$ cat config.mk
export PLATFORM = sky130hd
export DESIGN_NAME = apb_master_arb
export DESIGN_NICKNAME = d
export VERILOG_FILES = /design/src/rtl/apb_master_arb.sv
export SDC_FILE = /design/constraint.sdc
export NUM_CORES = 1
export LEC_CHECK = 0
export ABC_CLOCK_PERIOD_IN_PS = 1750
export BUFFER_PORTS_ARGS = -buffer_cell sky130_fd_sc_hd__clkbuf_2
export CAP_MARGIN = 30
export CORE_MARGIN = 3
export CORE_UTILIZATION = 44
export DETAILED_ROUTE_END_ITERATION = 12
export PLACE_DENSITY = 0.8
export SLEW_MARGIN = 20
export SYNTH_ARGS = -nofsm -noshare
export SYNTH_HDL_FRONTEND = slang
export SYNTH_SLANG_ARGS = --single-unit
$ cat constraint.sdc
create_clock -name pclk -period 1.75 [get_ports pclk]
set_input_delay 0.0875 -clock pclk [delete_from_list [all_inputs] [get_ports pclk]]
set_output_delay 0.0875 -clock pclk [all_outputs]
set_load 0.1 [all_outputs]
$ cat src/rtl/apb_master_arb.sv
// apb_master_arb: round-robin arbiter sharing one APB master port among NREQ requesters,
// with one SETUP/ACCESS transfer per grant and a bounded wait on pready.
module apb_master_arb #(
    parameter int NREQ    = 2,
    parameter int AW      = 16,
    parameter int DW      = 32,
    parameter int TIMEOUT = 64
) (
    input  logic               pclk,
    input  logic               presetn,
    input  logic [NREQ-1:0]    req_valid,
    output logic [NREQ-1:0]    req_ready,
    input  logic [NREQ-1:0]    req_write,
    input  logic [NREQ*AW-1:0] req_addr,
    input  logic [NREQ*DW-1:0] req_wdata,
    output logic [NREQ-1:0]    rsp_valid,
    output logic [DW-1:0]      rsp_rdata,
    output logic               rsp_err,
    output logic [AW-1:0]      paddr,
    output logic [DW-1:0]      pwdata,
    output logic               pwrite,
    output logic               psel,
    output logic               penable,
    input  logic               pready,
    input  logic [DW-1:0]      prdata
);
    localparam int PW = $clog2(NREQ);
    localparam int CW = TIMEOUT > 0 ? $clog2(TIMEOUT + 1) : 1;

    typedef enum logic [1:0] {IDLE, SETUP, ACCESS} state_t;

    state_t        r_state, w_next;
    logic [PW-1:0] r_ptr, r_gnt, w_g, w_ptr_nxt;
    logic [CW-1:0] r_cnt;
    logic          w_any, w_take, w_to, w_done;

    // Scan downward so the lowest offset from the pointer wins.
    always_comb begin
        w_g = '0;
        for (int k = NREQ - 1; k >= 0; k--)
            if (req_valid[(int'(r_ptr) + k) % NREQ]) w_g = PW'((int'(r_ptr) + k) % NREQ);
    end

    assign w_any     = |req_valid;
    assign w_take    = r_state == IDLE && w_any;
    assign w_to      = TIMEOUT != 0 && int'(r_cnt) == TIMEOUT - 1;
    assign w_done    = r_state == ACCESS && (pready || w_to);
    assign w_ptr_nxt = int'(w_g) == NREQ - 1 ? '0 : w_g + 1'b1;

    always_ff @(posedge pclk or negedge presetn) begin
        if (!presetn) r_state <= IDLE;
        else          r_state <= w_next;
    end

    always_comb begin
        w_next = r_state;
        case (r_state)
            IDLE:    w_next = w_any ? SETUP : IDLE;
            SETUP:   w_next = ACCESS;
            ACCESS:  w_next = (pready || w_to) ? IDLE : ACCESS;
            default: w_next = IDLE;
        endcase
    end

    // req_ready is gated by presetn so it drops together with the async reset.
    always_comb begin
        psel      = r_state != IDLE;
        penable   = r_state == ACCESS;
        req_ready = (presetn && w_take) ? NREQ'(1) << w_g : '0;
    end

    always_ff @(posedge pclk or negedge presetn) begin
        if (!presetn) begin
            r_ptr     <= '0;
            r_gnt     <= '0;
            r_cnt     <= '0;
            paddr     <= '0;
            pwdata    <= '0;
            pwrite    <= 1'b0;
            rsp_valid <= '0;
            rsp_rdata <= '0;
            rsp_err   <= 1'b0;
        end else begin
            rsp_valid <= '0;
            if (w_take) begin
                paddr  <= req_addr[int'(w_g)*AW +: AW];
                pwrite <= req_write[w_g];
                pwdata <= req_write[w_g] ? req_wdata[int'(w_g)*DW +: DW] : '0;
                r_gnt  <= w_g;
                r_ptr  <= w_ptr_nxt;
                r_cnt  <= '0;
            end
            if (r_state == ACCESS && !pready) r_cnt <= r_cnt + 1'b1;
            if (w_done) begin
                rsp_valid <= NREQ'(1) << r_gnt;
                rsp_err   <= !pready;
                rsp_rdata <= (pready && !pwrite) ? prdata : '0;
            end
        end
    end
endmodule
==> results of run 1 <==
==> how the worst min path moves through the flow <==
stage / startpoint / end / slack (ns) / cells past startpoint
3_3_place_gp: presetn / rsp_rdata[24] / -0.05 / 1
4_1_cts: req_wdata[13] / pwdata[13] / 0.008 / 3
5_1_grt: req_wdata[45] / pwdata[13] / 0.02 / 3
3_5_place_dp: presetn / rsp_rdata[24] / -0.05 / 1
6_report: req_wdata[13] / pwdata[13] / 0.03 / 3
2_1_floorplan: presetn / paddr[0] / -0.21 / 0
==> per-layer routing <==
metal / wire (um) / track usage / share of wire / up-vias
met5: 0 / 0 / 0 / -
met4: 238 / 0.08793 / 0.018 / 0
met3: 1204 / 0.06887 / 0.091 / 21
met2: 6684 / 0.4301 / 0.50 / 211
met1: 5126 / 0.3081 / 0.39 / 1887
li1: - / - / - / 1839
==> through the flow <==
stage / area (um^2) / hold WS [ns] / std cells
final: 6238 / 0.02697 / 758
after global routing: 6238 / 0.02474 / 758
after CTS: 6212 / 0.007741 / 755
after detailed placement: 5306 / -0.04558 / 670
after global placement: 5306 / -0.04962 / 670
after floorplan: 4009 / -0.2081 / 347
==> worst reg2reg max path, stage by stage, from the launching register on <==
cell      delay [ns]
dfrtp_2         0.45
buf_4           0.15
or3b_4          0.42
or2_4           0.28
o211ai_2        0.16
o31ai_2         0.08
==> cell usage after synthesis, types with 2 or more instances <==
| library cell | number |
|---|---|
| inv_1 | 4 |
| buf_6 | 3 |
| nor2_1 | 4 |
| buf_2 | 14 |
| a22oi_1 | 16 |
| a22o_1 | 33 |
| o21ai_0 | 36 |
| a21oi_1 | 5 |
| and2_1 | 2 |
| mux2i_1 | 33 |
| o21ai_2 | 2 |
| dfrtp_1 | 95 |
| buf_4 | 3 |
| a21o_1 | 2 |
| nand2_1 | 73 |
==> sequential cells by signal (all words and copies together) (netlist names) <==
signal	flops
pwdata	32
rsp_rdata	32
paddr	16
r_cnt	7
r_state	2
rsp_valid	2
pwrite	1
r_gnt	1
r_ptr	1
rsp_err	1
==> cell type report <==
| class | count | area [um^2] | area share |
|---|---|---|---|
| clock buffer | 9 | 123.9 | 0.01986 |
| clock inverter | 7 | 87.58 | 0.01404 |
| inverter | 5 | 18.77 | 0.003008 |
| multi-input combinational | 227 | 1508 | 0.2417 |
| sequential | 95 | 2379 | 0.3813 |
| tap | 108 | 135.1 | 0.02166 |
| timing repair buffer | 307 | 1987 | 0.3185 |
==> kinds of logic after synthesis <==
family / share of synthesized area
compound gates: 0.1886
flops: 0.5934
simple gates: 0.09619
mux: 0.08245
buf+inv: 0.03623
fa+ha+maj: 0.003123
==> what timing repair did <==
item | 4_1_cts | 5_1_grt
endpoints found under the setup margin | 2 | 21
setup buffers | 2 | 3
pin swaps | 1 | 2
hold buffers | 67 | 0
resized for setup | 2 | 2
endpoints found under the hold margin | 87 | 0
==> flow_summary.toml, run 1 <==
[worst_setup_path]
worstPathCellList = "nor2_4, inv_2, a211oi_4, and2_4, buf_12"
critPathLaunchType = "register"
max_stage_delay_ns = 0.44
cp_max_fo = 5
worstPathArrival_ns = 1.63
cp_slowest_cell = "dfrtp_1"
startpoint = "r_state[1]"
reg2regPathDepth = 5
critical_path_buf_inv_count = 2
r2r_start = "r_state[0]"
reg2reg_slack_ns = 0.10
rr_endpoint = "r_cnt[5]"
path_depth = 5
required_ns = 1.66
worstSetupEndpointType = "output port"
critical_path_class = "register to output port"
crit_path_end = "req_ready[0]"
crit_family = "flip-flops"

[detailed_routing]
via_per_inst = 5.222
drt_iter0_drc = 124
vias = 3958
wl_per_cell_um = 17.49
routed_wl_um = 13250
ant_nets = 0
first_pass_iters = 6
drc = 0

[die]
initial_utilization = 0.4572
io_pins = 223
die-area_um2 = 10290
die_h_um = 101.4
coreArea_um2 = 8763
die_w_um = 101.4
rows = 34

[cells_and_area]
final_util = 0.7119
final_layout_size_suffix_gt1_frac = 0.4231
nFillCells = 648
layout.nets = 781
antenna_cells = 0
areaGrowthSynthToFinish_pct = 55.72
layout_commonest_cell = "clkbuf_2"
final_cell_mix = "219 x clkbuf_2, 94 x dfrtp_1, 72 x nand2_1"

[flow_run]
max_cap_viol_count = 0

[timing]
relSlewSlack = 0.5168
tightest_slew_ns = 0.7248
period_share = 0.9812
setup_tns_ns = 0
max_freq_mhz = 582.4
finClkSkew_ns = 0.01458
finalMaxSlewViolations = 0
fin_crit_ns = 1.717
setup_slack_ns = 0.03297
finalSetupViolations = 0
grt_setup_unrepaired = "true"
finalHoldViolCount = 0

[synthesis]
syn-cell-area_um2 = 4006
synth_warnings = 0
yosysSeqAreaShare = 0.5934
synth_area_leaders = "dfrtp_1 59%, mux2i_1 8.2%, a22o_1 7.2%, nand2_1 6.8%, o21ai_0 4.5%"
ys_seq_elements = 95
synth_cells = 347
async_flop_share = 1.000
avgSynthCellArea_um2 = 11.55
synth.top_cell.area_share = 0.5934
synth_edf_count = 0
syn_nets = 483
synth_largest_area_cell = "dfrtp_1"
synthFlopType = "dfrtp_1"
synth_cell_types = 37

[min_path]
hold_path.class = "input pin to register"

[grt]
grt_util_all_layers = 0.2521
antenna_found_initial = 0
grt_pass1_wl_um = 20420
grt_pass1_vias = 4088
grt_max_degree = 59
grt_remaining_overflow = 0

[placed_design]
place_ws_ns = 0.1573
io_buffers = 222
finalWeightedCongestion = 0.8155
dpl.hpwl_um = 8704

[clock_network]
cts_root_buffer = "clkbuf_8"
path_clk_slew_ns = 0.11
tritoncts = "built"
numCtsBuffers = 9
cts.sinks = 95
clk_latency_ns = 0.35
cts_buffer_depth = 2
htreeDepth = 3

[status]
outcome = "completed"
Power of run 1 is left out: the tool's default activity adds up to more than one toggle a clock period on the data nets, which glitch-free logic cannot reach.
==> inputs of run 2 (changes only) <==
MAX_ROUTING_LAYER = met4   (was unset)
SKIP_LAST_GASP = 1   (was unset)
==> run 2 against run 1 <==
Count of clock-buffer cells in the layout did not move. Critical path depth did not move. Maximum frequency barely moved. Die area did not move. Final cell count did not move. Critical path type unchanged. Largest cell class unchanged.
==> flow_summary.toml, run 2 (same netlist as run 1, synthesis figures left out) <==
[cells_and_area]
antenna_cells = 0
final_cell_mix = "219 x clkbuf_2, 94 x dfrtp_1, 72 x nand2_1"
stdcell_count = 758
final_area_um2 = 6238
layout_commonest_cell = "clkbuf_2"
reg.largest.list = "pwdata: 32 flops, rsp_rdata: 32 flops, paddr: 16 flops"
layout.nets = 781
final_layout_size_suffix_gt1_frac = 0.4231
areaGrowthSynthToFinish_pct = 55.72

[clock_network]
numCtsBuffers = 9
cts_buffer_depth = 2
clk_latency_ns = 0.35
htreeDepth = 3
path_clk_slew_ns = 0.11
cts.sinks = 95
tritoncts = "built"
cts_root_buffer = "clkbuf_8"

[timing]
period_share = 0.9804
finClkSkew_ns = 0.01501
max_freq_mhz = 582.9
finalHoldViolCount = 0
finalMaxSlewViolations = 0
grt_setup_unrepaired = "true"
tightest_slew_ns = 0.7182
finalSetupViolations = 0
fin_crit_ns = 1.716
relSlewSlack = 0.5212

[grt]
grt_pass1_vias = 4088
grt_remaining_overflow = 0
antenna_found_initial = 0
grt_max_degree = 59
grt_util_all_layers = 0.2602
grt_pass1_wl_um = 20420

[placed_design]
io_buffers = 222
finalWeightedCongestion = 0.8276
place_area_um2 = 5306
dpl.hpwl_um = 8704
dp_cells = 670

[detailed_routing]
drt_iter0_drc = 136
first_pass_iters = 4
routed_wl_um = 13290
ant_nets = 0
wl_per_cell_um = 17.54
vias = 3938
drc = 0
via_per_inst = 5.195

[worst_setup_path]
worstPathArrival_ns = 1.63
max_stage_delay_ns = 0.44
worstPathCellList = "nor2_4, inv_2, a211oi_4, and2_4, buf_12"
worstSetupEndpointType = "output port"
r2r_start = "r_state[0]"
critPathLaunchType = "register"
cp_slowest_cell = "dfrtp_1"
cp_max_fo = 5
startpoint = "r_state[1]"
required_ns = 1.66
reg2regPathDepth = 5
critical_path_class = "register to output port"

[die]
rows = 34
die_h_um = 101.4
io_pins = 223
coreArea_um2 = 8763
die-area_um2 = 10290
initial_utilization = 0.4572
die_w_um = 101.4

[status]
outcome = "completed"

[flow_run]
max_cap_viol_count = 0

[min_path]
hold_path.class = "input pin to register"
holdPathStages = 3
worstHoldStart = "req_wdata[13]"
==> run 2: cell counts in the layout (fill, tap and decap cells not counted) <==
Identical to the previous run, type by type.
==> run 2: per-stage QoR <==
stage / util / setup TNS [ns] / setup WS [ns] / hold WS, ns
floorplan: - / -0.2034 / -0.2034 / -0.2081
global placement: 0.6055 / 0 / 0.2288 / -0.04962
detailed placement: 0.6055 / 0 / 0.1573 / -0.04558
CTS: 0.7089 / 0 / 0.01408 / 0.007741
global route: 0.7119 / -0.06422 / -0.04398 / 0.02394
finish: 0.7119 / 0 / 0.03431 / 0.03010
==> run 2: timing repair <==
action,in CTS,in global routing
buffers inserted,2,3
endpoints found under the setup margin,2,21
endpoints found under the hold margin,87,0
pin swaps,1,2
gates resized for setup,2,2
hold buffers,67,0
==> run 2: per-layer routing <==
metal / up-vias / GRT usage / wire (um)
met4: 0 / 0.08487 / 309
met1: 1878 / 0.3143 / 5213
met2: 200 / 0.4301 / 6638
li1: 1838 / - / -
met5: - / - / 0
met3: 22 / 0.06198 / 1131
==> run 2: final timing paths <==
| path | endpoint | slack (ns) |
|---|---|---|
| worst max-delay path | req_ready[0] | 0.03 |
| worst min-delay path | pwdata[13] | 0.03 |
| worst max register to register | r_cnt[5] | 0.10 |
| max in group asynchronous | pwdata[30] | 0.60 |
| min in group asynchronous | rsp_rdata[28] | 0.19 |
| worst min register to register | rsp_valid[0] | 0.46 |
==> run 2: layout make-up <==
type | count | area [um^2]
Tap cell | 108 | 135.1
Clock buffer | 9 | 123.9
Fill cell | 648 | 2525
Timing Repair Buffer | 307 | 1987
Sequential cell | 95 | 2379
Clock inverter | 7 | 87.58
Multi-Input combinational cell | 227 | 1508
Inverter | 5 | 18.77
==> run 2: critical path, delay by kind of cell, from the launching register on <==
kind            cells  cell delay [ns]
flops               1             0.44
simple gates        2             0.37
buf+inv             2             0.24
compound gates      1             0.21
Power of run 2 is left out for the same reason.
